==> config.mk <==
export PLATFORM = sky130hd
export DESIGN_NAME = rtc_display_scanner
export DESIGN_NICKNAME = d
export VERILOG_FILES = /design/src/rtl/rtc_display_scanner.sv
export SDC_FILE = /design/constraint.sdc
export NUM_CORES = 1
export LEC_CHECK = 0
export BUFFER_PORTS_ARGS = -buffer_cell sky130_fd_sc_hd__buf_2
export CAP_MARGIN = 20
export CORE_ASPECT_RATIO = 1.25
export CORE_MARGIN = 2
export CORE_UTILIZATION = 44
export DETAILED_ROUTE_END_ITERATION = 8
export MAX_ROUTING_LAYER = met4
export SLEW_MARGIN = 0
export SYNTH_ARGS = -nofsm -noshare
export SYNTH_HDL_FRONTEND = slang
export SYNTH_SLANG_ARGS = --single-unit
export TNS_END_PERCENT = 1
==> constraint.sdc <==
create_clock -name clk -period 2.2 [get_ports clk]
set_clock_uncertainty 0.15 [all_clocks]
set_input_delay 0.11 -clock clk [delete_from_list [all_inputs] [get_ports clk]]
set_output_delay 0.11 -clock clk [all_outputs]
set_load 0.03 [all_outputs]
==> src/rtl/rtc_display_scanner.sv <==
// Scans the RTC register file into a staging bank and commits it to the display
// bank on a frame boundary; serves one registered BCD digit per cycle.
module rtc_display_scanner #(
  parameter int NREG           = 9,
  parameter int REFRESH_CYCLES = 1000000,
  parameter int READ_LAT       = 1
) (
  input  logic       clk,
  input  logic       reset,
  output logic [3:0] addr_rd,
  input  logic [7:0] data_rd,
  input  logic       refresh_req,
  input  logic       frame_sync,
  input  logic [4:0] digit_sel,
  output logic [3:0] digit_val,
  output logic       digit_valid,
  output logic       snapshot_valid,
  output logic       bcd_err,
  output logic       busy
);

  localparam int CW = $clog2(REFRESH_CYCLES + 1);

  localparam logic [2:0] IDLE   = 3'd0;
  localparam logic [2:0] ADDR   = 3'd1;
  localparam logic [2:0] WAIT   = 3'd2;
  localparam logic [2:0] CAPT   = 3'd3;
  localparam logic [2:0] PEND   = 3'd4;
  localparam logic [2:0] COMMIT = 3'd5;

  logic [2:0]    state;
  logic [CW-1:0] ref_cnt;
  logic [1:0]    wait_cnt;
  logic          pend_req;
  logic          fs_d;
  logic [7:0]    staging [NREG];
  logic [7:0]    display [NREG];
  logic          tc;
  logic          start;
  logic          fs_edge;
  logic          stage_err;
  logic          sel_in_range;
  logic [3:0]    sel_nibble;

  assign tc           = (ref_cnt == CW'(REFRESH_CYCLES - 1));
  assign start        = tc | refresh_req;
  assign fs_edge      = frame_sync & ~fs_d;
  assign busy         = (state != IDLE);
  assign sel_in_range = ({1'b0, digit_sel} < 6'(2 * NREG));

  always_ff @(posedge clk or negedge reset) begin
    if (!reset) begin
      ref_cnt <= '0;
      fs_d    <= 1'b0;
    end else begin
      ref_cnt <= tc ? '0 : ref_cnt + 1'b1;
      fs_d    <= frame_sync;
    end
  end

  // Scan/commit sequencer; the snapshot only reaches the display bank in COMMIT.
  always_ff @(posedge clk or negedge reset) begin
    if (!reset) begin
      state          <= IDLE;
      addr_rd        <= '0;
      wait_cnt       <= '0;
      pend_req       <= 1'b0;
      snapshot_valid <= 1'b0;
      bcd_err        <= 1'b0;
      for (int r = 0; r < NREG; r++) begin
        staging[r] <= '0;
        display[r] <= '0;
      end
    end else begin
      case (state)
        IDLE: begin
          if (start || pend_req) begin
            addr_rd  <= '0;
            pend_req <= 1'b0;
            state    <= ADDR;
          end
        end
        ADDR: begin
          wait_cnt <= '0;
          state    <= (READ_LAT == 0) ? CAPT : WAIT;
        end
        WAIT: begin
          if (wait_cnt == 2'(READ_LAT - 1)) state <= CAPT;
          else wait_cnt <= wait_cnt + 1'b1;
        end
        CAPT: begin
          for (int r = 0; r < NREG; r++)
            if (addr_rd == 4'(r)) staging[r] <= data_rd;
          if (addr_rd == 4'(NREG - 1)) begin
            state <= PEND;
          end else begin
            addr_rd <= addr_rd + 1'b1;
            state   <= ADDR;
          end
        end
        PEND: begin
          if (fs_edge) state <= COMMIT;
        end
        COMMIT: begin
          for (int r = 0; r < NREG; r++) display[r] <= staging[r];
          snapshot_valid <= 1'b1;
          bcd_err        <= stage_err;
          pend_req       <= 1'b0;
          if (pend_req) begin
            addr_rd <= '0;
            state   <= ADDR;
          end else begin
            state <= IDLE;
          end
        end
        default: state <= IDLE;
      endcase
      // Requests arriving mid-scan merge into a single pending rescan.
      if (state != IDLE && start) pend_req <= 1'b1;
    end
  end

  always_comb begin
    stage_err = 1'b0;
    for (int r = 0; r < NREG; r++)
      if (staging[r][3:0] > 4'd9 || staging[r][7:4] > 4'd9) stage_err = 1'b1;
  end

  always_comb begin
    sel_nibble = '0;
    for (int r = 0; r < NREG; r++)
      if (digit_sel[4:1] == 4'(r))
        sel_nibble = digit_sel[0] ? display[r][7:4] : display[r][3:0];
  end

  always_ff @(posedge clk or negedge reset) begin
    if (!reset) begin
      digit_val   <= '0;
      digit_valid <= 1'b0;
    end else begin
      digit_val   <= sel_in_range ? sel_nibble : 4'd0;
      digit_valid <= snapshot_valid & sel_in_range;
    end
  end

endmodule

==> flow_metrics.py <==
metrics = {
    "timing": {
        "clock.fmax_mhz": 472,
        "hold_viol_final": 0,
        "setup_slack_ns": 0.0797,
        "worstMarginPinSlew_ns": 0.507,
        "rsz0062_at_grt": "false",
        "fin_crit_sh_pct": 96.4,
        "layout_min_cycle_time_ns": 2.12,
        "setup_viol": 0,
        "fin_hold_ws_ns": 0.0199,
        "tns_ns": 0,
        "drv_slew": 0,
        "relSlewSlack_pct": 65.9,
    },
    "clock_tree": {
        "postCtsSetupBuffers": 0,
        "htree_levels": 4,
        "insertion_delay_ns": 0.43,
        "cts_sinks": 182,
        "cts-root-buf": "clkbuf_16",
        "cts_tree": "done",
        "clockBufferDepth": 2,
        "cts_buffers": 17,
        "path_clk_slew_ns": 0.06,
    },
    "grt": {
        "grt_usage_pct": 20.4,
        "grt_pass1_vias": 5252,
        "grt.busiest_layer": "met2",
        "grt_max_degree": 75,
        "grt_overflow": 0,
        "antenna_found_initial": 0,
        "grt_pass1_wl_um": 29400,
        "grtUsageMet1_pct": 24.9,
        "grtUsageMet2_pct": 34.0,
        "use_met3_pct": 4.88,
    },
    "logic_synthesis": {
        "synth_edf_count": 0,
        "synth_area_mm2": 0.00804,
        "synth_cell_types": 55,
        "yosysWarningCount": 0,
        "synth_top_area_cell": "dfrtp_1",
        "synth_nets": 621,
        "yosysMostFrequentCell": "dfrtp_1",
        "synthFlopType": "dfrtp_1",
        "synth-seq-cells": 182,
        "synth.avg_cell_area_um2": 13.4,
        "netlist_instances": 598,
        "netlist_top_cells_area": "dfrtp_1, mux2_2, mux4_2",
        "yosys-top-cells-count": "dfrtp_1, mux2_2, o21ai_0, nor2_1, nand2_1",
        "ys_seq_area_share_pct": 56.7,
        "async_flop_share_pct": 100,
        "yosysTopAreaCellShare_pct": 56.7,
    },
    "placement": {
        "dpl.cell_count": 852,
        "dp_hpwl_um": 12400,
        "place.gp.congestion": 0.840,
        "place_ws_ns": 0.262,
        "io_buffer_count": 28,
    },
    "worst_setup_path": {
        "crit_type": "reg2reg",
        "cp_max_fo": 2,
        "cp.required_ns": 2.36,
        "ff2ff_setup_slack_ns": 0.08,
        "worstPathArrival_ns": 2.28,
        "critPathCaptureType": "flop",
        "startpoint_type": "flop",
    },
    "route": {
        "via_per_inst": 5.62,
        "drc": 0,
        "drt-pass1-iter-count": 5,
        "wirelength_um": 18100,
        "ant_nets": 0,
        "wire_per_inst_um": 20.3,
        "vias": 5017,
        "initialDrtViolationCount": 352,
    },
    "run_status": {
        "outcome": "completed",
    },
    "die": {
        "row_count": 55,
        "fp.dieH_um": 155,
        "die_w_um": 125,
        "io_pins": 29,
        "core-area_mm2": 0.0180,
        "die-area_mm2": 0.0194,
        "initial_utilization_pct": 44.6,
    },
    "power_and_ir_drop": {
        "leakage_nw": 4.29,
        "power_mw": 11.4,
        "p_per_area_mw_per_mm2": 1220,
        "peakVddDrop_mv": 0.718,
    },
    "cells_and_area": {
        "area_delta_synth_final_pct": 15.8,
        "fin_nets": 675,
        "fin_cells": 892,
        "n_fill_cell": 1552,
        "diodes": 0,
        "final_layout_size_suffix_gt1_share_pct": 36.6,
    },
    "flow_run": {
        "drv_cap": 0,
    },
    "worst_hold_path": {
        "hp-class": "in2reg",
    },
}
## cells in the final DEF, fill, tap and decap left out, types with 10 or more instances in the layout
cell type	n
buf_2	27
buf_4	14
clkbuf_16	17
dfrtp_1	182
inv_1	11
mux2_2	143
mux2i_1	12
nand2_1	21
nand3_1	18
nor2_1	26
o21ai_0	31
xor2_1	10
## logic make-up after synthesis
kind of cell | share of synthesized area [%]
AO/OA/AOI/OAI | 5.48
XOR/XNOR | 1.74
flip-flops | 56.7
adder cells (fa/ha/maj) | 0.934
multiplexers | 24.6
AND/OR/NAND/NOR | 8.64
buffers and inverters | 1.93
## through the flow
step	util (%)	cell area (um^2)
2_1_floorplan	-	8040
3_3_place_gp	47.6	8570
3_5_place_dp	47.6	8570
4_1_cts	51.6	9310
5_1_grt	51.6	9310
6_report	51.6	9310
## final cells by class
class | instances | area [um^2] | share of cell area, %
clock buffers | 19 | 443 | 4.76
clock inverters | 12 | 203 | 2.18
inverters | 11 | 41.3 | 0.443
multi-input cells | 384 | 3340 | 35.9
flip-flops and latches | 182 | 4550 | 48.9
well taps | 228 | 285 | 3.06
repair buffers | 56 | 442 | 4.74
## path summary, 6_finish.rpt
| check | start | endpoint | depth (start not counted) |
|---|---|---|---|
| max | display[63] | digit_val[3] | 6 |
| min | data_rd[7] | staging[31] | 2 |
| max reg2reg | display[63] | digit_val[3] | 6 |
| min reg2reg | wait_cnt[0] | wait_cnt[0] | 2 |
| max in group asynchronous | reset | display[52] | 3 |
| min in group asynchronous | reset | ref_cnt[0] | 2 |
## flip-flops by register name (all words and copies together) (netlist names)
name	flops
addr_rd	4
bcd_err	1
digit_val	4
digit_valid	1
display	72
fs_d	1
pend_req	1
ref_cnt	20
snapshot_valid	1
staging	72
state	3
wait_cnt	2
## what timing repair did
item / CTS / global route
gates resized for setup: 0 / 1
hold endpoints to repair: 207 / 0
setup endpoints to repair: 0 / 1
hold buffers: 9 / 0
## critical path: stages (launching register included)
cell	delay, ns
dfrtp_1	0.39
mux4_2	0.51
nor2_2	0.10
a21oi_1	0.04
nor2_1	0.17
o31ai_1	0.09
dlygate4sd3_1	0.55
## per-layer routing
metal  part of all wire (%)  up-vias  wire length (um)
met2                     51       96              9280
li1                       -     2295                 -
met1                     43     2605              7830
met5                      0        -                 0
met3                    3.8       21               687
met4                    1.7        0               301
## power by group
part / total, mW / switching, mW / internal, mW / leakage (nW)
registers: 5.40 / 0.820 / 4.58 / 2.35
clock network: 3.29 / 1.25 / 2.04 / 0.301
logic: 2.71 / 1.24 / 1.47 / 1.64
No activity file was read; power rests on OpenSTA's default activity.
